## src/rtl/spi_pkt_ingest_if.sv

```systemverilog
// Purpose : bundles the byte-stream, memory-write and router handshakes of the packet ingest stage.
// Latency : n/a (signal bundle only).
// Backpressure: rx_ready stalls the byte source; mem_done completes a held write; dpr_done releases a packet.
// Ports (master = ingest block, slave = its environment):
//   rx_byte/rx_valid -> rx_ready            byte stream in, accepted on rx_valid && rx_ready
//   mem_ptr/mem_data/mem_w_en -> mem_done   single-word write, held until mem_done
//   pkt_avail/pkt_begin/pkt_end -> dpr_done packet region offered to the router
//   err_len                                 one-cycle pulse on an illegal length header
interface spi_pkt_ingest_if #(
  parameter int unsigned ADDR_W = 23
);
  logic [7:0]        rx_byte;
  logic              rx_valid;
  logic              rx_ready;
  logic [ADDR_W-1:0] mem_ptr;
  logic [31:0]       mem_data;
  logic              mem_w_en;
  logic              mem_done;
  logic              pkt_avail;
  logic [ADDR_W-1:0] pkt_begin;
  logic [ADDR_W-1:0] pkt_end;
  logic              dpr_done;
  logic              err_len;

  modport master (
    input  rx_byte, rx_valid, mem_done, dpr_done,
    output rx_ready, mem_ptr, mem_data, mem_w_en,
           pkt_avail, pkt_begin, pkt_end, err_len
  );

  modport slave (
    output rx_byte, rx_valid, mem_done, dpr_done,
    input  rx_ready, mem_ptr, mem_data, mem_w_en,
           pkt_avail, pkt_begin, pkt_end, err_len
  );
endinterface

```

## src/rtl/spi_pkt_ingest.sv

```systemverilog
// Purpose : packs SPI bytes MSB-first into 32-bit words, writes a length-prefixed packet payload into a fixed buffer, offers it to the router.
// Latency : last byte of a word at cycle t -> mem_w_en at t+1; final mem_done at cycle u -> pkt_avail at u+1.
// Backpressure: rx_ready drops while a write is outstanding and while a packet is owned by the router; bad lengths are drained, not stalled.
// Ports:
//   clk, rst_l : system clock, asynchronous active-low reset
//   bus        : spi_pkt_ingest_if master modport (byte stream in, memory write out, router handshake out, err_len pulse)
// The interface instance must be built with the same ADDR_W as this module.
module spi_pkt_ingest #(
  parameter int unsigned       ADDR_W    = 23,
  parameter logic [ADDR_W-1:0] BUF_BASE  = 23'h300000,
  parameter int unsigned       BUF_WORDS = 1024
) (
  input  logic                    clk,
  input  logic                    rst_l,
  spi_pkt_ingest_if.master        bus
);

  // Payload counter must hold values up to and including BUF_WORDS.
  localparam int CNT_W = $clog2(BUF_WORDS + 1);

  // The buffer region must fit entirely inside the word-address space.
  if ((64'(BUF_BASE) + 64'(BUF_WORDS)) > (64'd1 << ADDR_W)) begin : g_buf_range_chk
    $error("spi_pkt_ingest: BUF_BASE + BUF_WORDS exceeds the ADDR_W address space");
  end
  if (BUF_WORDS < 1) begin : g_buf_size_chk
    $error("spi_pkt_ingest: BUF_WORDS must be at least 1");
  end

  typedef enum logic [2:0] {
    S_IDLE,
    S_COLLECT,
    S_WRITE,
    S_AVAIL,
    S_RELEASE,
    S_DRAIN
  } state_t;

  state_t state_q, state_nxt;

  // rx_ready is held low for the cycle in which reset is released.
  logic              rdy_en_q;
  logic [1:0]        byte_idx_q;
  logic [23:0]       shreg_q;
  logic [CNT_W-1:0]  len_q;
  logic [CNT_W-1:0]  cnt_q;
  logic [31:0]       drain_q;

  logic              mem_w_en_q;
  logic [ADDR_W-1:0] mem_ptr_q;
  logic [31:0]       mem_data_q;
  logic              pkt_avail_q;
  logic [ADDR_W-1:0] pkt_end_q;
  logic              err_len_q;

  logic              rx_ready_c;
  logic              accept;
  logic              word_done;
  logic [31:0]       word;
  logic              hdr_ok;
  logic [CNT_W-1:0]  cnt_inc;
  logic              last_word;

  assign accept    = bus.rx_valid && rx_ready_c;
  assign word_done = accept && (byte_idx_q == 2'd3);
  // The three earlier bytes sit in the shift register; the 4th byte is live on rx_byte.
  assign word      = {shreg_q, bus.rx_byte};
  assign hdr_ok    = (word != 32'd0) && (word <= BUF_WORDS);
  assign cnt_inc   = cnt_q + 1'b1;
  assign last_word = (cnt_inc == len_q);

  // State register
  always_ff @(posedge clk or negedge rst_l) begin
    if (!rst_l) begin
      state_q <= S_IDLE;
    end else begin
      state_q <= state_nxt;
    end
  end

  // Next-state and rx_ready decode
  always_comb begin
    state_nxt  = state_q;
    rx_ready_c = 1'b0;
    case (state_q)
      S_IDLE: begin
        rx_ready_c = rdy_en_q;
        if (word_done) begin
          if (hdr_ok) begin
            state_nxt = S_COLLECT;
          end else if (word == 32'd0) begin
            // Zero length: nothing to drain, the next word is a new header.
            state_nxt = S_IDLE;
          end else begin
            state_nxt = S_DRAIN;
          end
        end
      end
      S_COLLECT: begin
        rx_ready_c = rdy_en_q;
        if (word_done) begin
          state_nxt = S_WRITE;
        end
      end
      S_WRITE: begin
        if (bus.mem_done) begin
          state_nxt = last_word ? S_AVAIL : S_COLLECT;
        end
      end
      S_AVAIL: begin
        if (bus.dpr_done) begin
          state_nxt = S_RELEASE;
        end
      end
      S_RELEASE: begin
        // Wait for the router to drop dpr_done so a stale level cannot release the next packet.
        if (!bus.dpr_done) begin
          state_nxt = S_IDLE;
        end
      end
      S_DRAIN: begin
        rx_ready_c = rdy_en_q;
        if (word_done && (drain_q == 32'd1)) begin
          state_nxt = S_IDLE;
        end
      end
      default: begin
        state_nxt = S_IDLE;
      end
    endcase
  end

  // Datapath and registered outputs
  always_ff @(posedge clk or negedge rst_l) begin
    if (!rst_l) begin
      rdy_en_q    <= 1'b0;
      byte_idx_q  <= 2'd0;
      shreg_q     <= 24'd0;
      len_q       <= '0;
      cnt_q       <= '0;
      drain_q     <= 32'd0;
      mem_w_en_q  <= 1'b0;
      mem_ptr_q   <= BUF_BASE;
      mem_data_q  <= 32'd0;
      pkt_avail_q <= 1'b0;
      pkt_end_q   <= BUF_BASE;
      err_len_q   <= 1'b0;
    end else begin
      rdy_en_q  <= 1'b1;
      err_len_q <= 1'b0;

      if (accept) begin
        byte_idx_q <= byte_idx_q + 2'd1;
        shreg_q    <= {shreg_q[15:0], bus.rx_byte};
      end

      case (state_q)
        S_IDLE: begin
          if (word_done) begin
            if (hdr_ok) begin
              len_q <= word[CNT_W-1:0];
              cnt_q <= '0;
            end else begin
              err_len_q <= 1'b1;
              drain_q   <= word;
            end
          end
        end
        S_COLLECT: begin
          if (word_done) begin
            mem_w_en_q <= 1'b1;
            mem_ptr_q  <= BUF_BASE + ADDR_W'(cnt_q);
            mem_data_q <= word;
          end
        end
        S_WRITE: begin
          if (bus.mem_done) begin
            mem_w_en_q <= 1'b0;
            cnt_q      <= cnt_inc;
            if (last_word) begin
              pkt_avail_q <= 1'b1;
              pkt_end_q   <= BUF_BASE + ADDR_W'(len_q);
            end
          end
        end
        S_AVAIL: begin
          if (bus.dpr_done) begin
            pkt_avail_q <= 1'b0;
          end
        end
        S_DRAIN: begin
          if (word_done) begin
            drain_q <= drain_q - 32'd1;
          end
        end
        default: begin
        end
      endcase
    end
  end

  assign bus.rx_ready  = rx_ready_c;
  assign bus.mem_w_en  = mem_w_en_q;
  assign bus.mem_ptr   = mem_ptr_q;
  assign bus.mem_data  = mem_data_q;
  assign bus.pkt_avail = pkt_avail_q;
  assign bus.pkt_begin = BUF_BASE;
  assign bus.pkt_end   = pkt_end_q;
  assign bus.err_len   = err_len_q;

endmodule

```

## src/flat_wrapper.sv

```systemverilog
// flat-port wrapper written by rule: the top's interface ports become plain ports
module spi_pkt_ingest_flat 
#(
  parameter int unsigned       ADDR_W    = 23,
  parameter logic [ADDR_W-1:0] BUF_BASE  = 23'h300000,
  parameter int unsigned       BUF_WORDS = 1024
)
  (clk, rst_l, bus_rx_byte, bus_rx_valid, bus_mem_done, bus_dpr_done, bus_rx_ready, bus_mem_ptr, bus_mem_data, bus_mem_w_en, bus_pkt_avail, bus_pkt_begin, bus_pkt_end, bus_err_len);
  spi_pkt_ingest_if #(.ADDR_W(ADDR_W)) bus_i ();
  input  logic clk;
  input  logic rst_l;
  input wire logic [$bits(bus_i.rx_byte)-1:0] bus_rx_byte;
  input wire logic [$bits(bus_i.rx_valid)-1:0] bus_rx_valid;
  input wire logic [$bits(bus_i.mem_done)-1:0] bus_mem_done;
  input wire logic [$bits(bus_i.dpr_done)-1:0] bus_dpr_done;
  output wire logic [$bits(bus_i.rx_ready)-1:0] bus_rx_ready;
  output wire logic [$bits(bus_i.mem_ptr)-1:0] bus_mem_ptr;
  output wire logic [$bits(bus_i.mem_data)-1:0] bus_mem_data;
  output wire logic [$bits(bus_i.mem_w_en)-1:0] bus_mem_w_en;
  output wire logic [$bits(bus_i.pkt_avail)-1:0] bus_pkt_avail;
  output wire logic [$bits(bus_i.pkt_begin)-1:0] bus_pkt_begin;
  output wire logic [$bits(bus_i.pkt_end)-1:0] bus_pkt_end;
  output wire logic [$bits(bus_i.err_len)-1:0] bus_err_len;
  assign bus_i.rx_byte = bus_rx_byte;
  assign bus_i.rx_valid = bus_rx_valid;
  assign bus_i.mem_done = bus_mem_done;
  assign bus_i.dpr_done = bus_dpr_done;
  assign bus_rx_ready = bus_i.rx_ready;
  assign bus_mem_ptr = bus_i.mem_ptr;
  assign bus_mem_data = bus_i.mem_data;
  assign bus_mem_w_en = bus_i.mem_w_en;
  assign bus_pkt_avail = bus_i.pkt_avail;
  assign bus_pkt_begin = bus_i.pkt_begin;
  assign bus_pkt_end = bus_i.pkt_end;
  assign bus_err_len = bus_i.err_len;
  spi_pkt_ingest #(.ADDR_W(ADDR_W), .BUF_BASE(BUF_BASE), .BUF_WORDS(BUF_WORDS)) u_core (.clk(clk), .rst_l(rst_l), .bus(bus_i));
endmodule
```

## config.mk

```make
export PLATFORM = sky130hd
export DESIGN_NAME = spi_pkt_ingest_flat
export DESIGN_NICKNAME = d
export VERILOG_FILES = /design/src/rtl/spi_pkt_ingest_if.sv /design/src/rtl/spi_pkt_ingest.sv /design/src/flat_wrapper.sv
export SDC_FILE = /design/constraint.sdc
export NUM_CORES = 1
export LEC_CHECK = 0
export ABC_CLOCK_PERIOD_IN_PS = 3280
export BUFFER_PORTS_ARGS = -buffer_cell sky130_fd_sc_hd__clkbuf_2
export CORE_UTILIZATION = 57
export DETAILED_ROUTE_END_ITERATION = 16
export HOLD_SLACK_MARGIN = 0.03
export PLACE_DENSITY = 0.85
export SKIP_LAST_GASP = 1
export SYNTH_ARGS = -nofsm -noshare
export SYNTH_HDL_FRONTEND = slang
export SYNTH_SLANG_ARGS = --single-unit
```

## constraint.sdc

```tcl
create_clock -name clk -period 3.28 [get_ports clk]
set_input_delay 0.328 -clock clk [delete_from_list [all_inputs] [get_ports clk]]
set_output_delay 0.328 -clock clk [all_outputs]
set_load 0.005 [all_outputs]
```

==> flow_metrics.py <==
metrics = {
    "power_and_ir_drop": {
        "p_leak_nw": 3.72,
        "power_mw": 6.60,
        "p_per_area_nw_per_um2": 806,
        "ir_drop_mv": 0.558,
    },
    "grt": {
        "grt_max_degree": 85,
        "grt_usage_pct": 28.5,
        "antenna_found_initial": 0,
        "grt_pass1_wl_um": 28400,
        "grt_overflow": 0,
        "grt_pass1_vias": 5402,
    },
    "clock_network": {
        "numClockSinks": 141,
        "clockRootBuffer": "clkbuf_16",
        "post_cts_buffers": 0,
        "cts_resized": 0,
        "h-tree-depth": 4,
        "cts_hold_buf": 1,
        "insertion_delay_ns": 0.43,
        "clk_pin_slew_ns": 0.06,
        "tritoncts": "built",
        "numCtsBuffers": 17,
        "cts_max_path_buffers": 2,
    },
    "detailed_routing": {
        "drt_wl_total_um": 17500,
        "post_drt_wl_per_cell_um": 19.0,
        "route.met2.wl_um": 8700,
        "drtIter0Drc": 522,
        "routedLengthMet1_um": 7120,
        "firstDrtPassIters": 6,
        "vias": 5618,
        "drtAntennaViolNets": 0,
        "met3WireLength_um": 1030,
        "highest_layer": "met4",
        "drc": 0,
        "vias_per_cell": 6.10,
    },
    "timing": {
        "hold_violations": 0,
        "final.period_utilization_pct": 88.0,
        "rsz0062_at_grt": "false",
        "finalMaxSlewViolations": 0,
        "setup_viol": 0,
        "slew_headroom_pct": 37.3,
        "tightest_slew_ns": 0.938,
        "fin_crit_ns": 2.89,
        "fmax_mhz": 346,
        "timing.setup.tns_ns": 0,
        "fin_skew_ns": 0.00826,
    },
    "run": {
        "cap_violations": 0,
    },
    "layout": {
        "drive_gt1_share_pct": 29.1,
        "final_area_sq_um": 8190,
        "area_growth_pct": 12.3,
        "fillers": 877,
        "multiInputGateArea_sq_um": 3400,
        "final_common_cell": "dfrtp_1",
        "seq_area_sq_um": 3530,
        "diodes": 0,
        "layout_common_cells": "dfrtp_1 (141), mux2_2 (81), clkbuf_2 (69)",
        "final_nets": 757,
    },
    "floorplan": {
        "die_w_um": 115,
        "num_rows": 40,
        "die_area_sq_um": 13300,
        "initial_core_util_pct": 59.5,
        "core_sq_um": 12300,
        "die_h_um": 115,
        "boundaryPins": 118,
    },
    "worst_hold_path": {
        "min-delay-path-class": "in2reg",
        "hold_path_depth": 3,
    },
    "synth": {
        "yosysUniqueCellTypes": 63,
        "synthFlopType": "dfrtp_1",
        "ys_seq_elements": 141,
        "netlist_area_sq_um": 7290,
        "yosysWarningCount": 0,
        "ys_async_sr_fraction_pct": 100,
        "yosysSeqAreaShare_pct": 48.4,
        "synthCells": 681,
        "synth_enable_flop_cells": 0,
        "synth_area_per_cell_sq_um": 10.7,
    },
    "critical_path": {
        "cp-start-kind": "flip-flop",
        "r2r_cells": 7,
        "cp_slowest_cell": "nand4_2",
        "max_stage_delay_ns": 0.49,
        "crit_path_end_kind": "flip-flop",
        "crit_type": "reg2reg",
        "crit_required_ns": 3.59,
        "worstPathMaxFanout": 11,
        "worst_ep_arrival_time_ns": 3.19,
        "crit_chain": "ha_1 -> nand3_1 -> or4_1 -> a21o_1 -> a2111oi_4 -> nand4_2 -> mux2_4",
        "r2r_slack_ns": 0.39,
    },
    "place": {
        "numPortBuffers": 70,
        "dp_hpwl_um": 11600,
        "gp_congestion": 0.881,
        "placed_cell_area_sq_um": 7610,
    },
    "run_status": {
        "outcome": "finished, final reports clean",
    },
}
[cell families after synthesis]
group / synth area share (%)
other: 0.103
muxes: 15.1
adders and majority gates: 0.686
AOI/OAI and AO/OA: 14.0
xor gates and xnor gates: 1.68
DFF: 48.4
buffers and inverters: 7.55
and+or+nand+nor: 12.5
[report_power, final]
| group | switching (mW) | leakage, nW | total, mW | internal (mW) |
|---|---|---|---|---|
| Clock | 0.734 | 0.275 | 1.86 | 1.13 |
| Sequential | 0.646 | 1.80 | 2.96 | 2.31 |
| Combinational | 0.914 | 1.65 | 1.78 | 0.864 |
| Total | 2.29 | 3.72 | 6.60 | 4.30 |
[metal layers]
metal  vias up  GRT usage [%]
met5         -              0
met4         0           12.9
met3        55           7.27
met2       290           47.4
met1      2770           35.1
li1       2503              -
[area by class of cell]
cell class | instances | area share, %
Sequential cell | 141 | 43.1
Multi-Input combinational cell | 492 | 41.5
Timing Repair Buffer | 82 | 5.64
Clock buffer | 20 | 5.45
Tap cell | 168 | 2.57
Clock inverter | 12 | 1.48
Inverter | 6 | 0.275
[metrics by stage]
stage	setup WS [ns]	instances	utilization, %	hold slack (ns)
after global routing	0.239	921	66.8	0.253
after global placement	0.537	888	62.1	0.415
after floorplan	0.755	727	-	0.0324
after detailed placement	0.417	888	62.1	0.437
final	0.394	921	66.8	0.249
after CTS	0.403	921	66.8	0.234
[worst paths after layout]
path                                                          end                             start
worst max-delay path            u_core.bus.pkt_end[7]$_DFFE_PN0P_       u_core.cnt_q[0]$_DFFE_PN0P_
worst min-delay path                  u_core.len_q[2]$_DFFE_PN0P_                    bus_rx_byte[2]
worst max register to register  u_core.bus.pkt_end[7]$_DFFE_PN0P_       u_core.cnt_q[0]$_DFFE_PN0P_
worst min register to register   u_core.byte_idx_q[0]$_DFFE_PN0P_  u_core.byte_idx_q[0]$_DFFE_PN0P_
max in group asynchronous           u_core.drain_q[7]$_DFFE_PN0P_                             rst_l
min in group asynchronous        u_core.byte_idx_q[0]$_DFFE_PN0P_                             rst_l
[synthesized netlist by cell type, drive strengths merged, types with 5 or more instances]
master	number	area, sq um
nor2	29	109
mux2	91	1060
nor2b	5	31.3
a21oi	51	255
nor3b	6	45.0
nor4	12	103
nor3	16	80.1
nand4	10	75.1
nand3	11	55.1
o21ai	63	315
dfrtp	141	3530
xnor2	10	87.6
o31ai	7	52.6
clkbuf	31	118
nand2	37	139
or3	6	37.5
inv	6	22.5
or4	9	75.1
a22oi	7	52.6
or2	7	43.8
buf	57	410
[state kept, by name (all words and copies together), names as in the netlist]
name / count
u_core.bus.err_len: 1
u_core.bus.mem_data: 32
u_core.bus.mem_ptr: 11
u_core.bus.mem_w_en: 1
u_core.bus.pkt_avail: 1
u_core.bus.pkt_end: 11
u_core.byte_idx_q: 2
u_core.cnt_q: 11
u_core.drain_q: 32
u_core.len_q: 11
u_core.rdy_en_q: 1
u_core.shreg_q: 24
u_core.state_q: 3
[worst max-delay path, delay by kind of cell, from the launching register on]
family	cells	cell delay, ns
DFF	1	0.45
muxes	1	0.46
adders and majority gates	1	0.27
AOI/OAI and AO/OA	2	0.55
and+or+nand+nor	3	1.03
No activity file was read; power rests on OpenSTA's default activity.
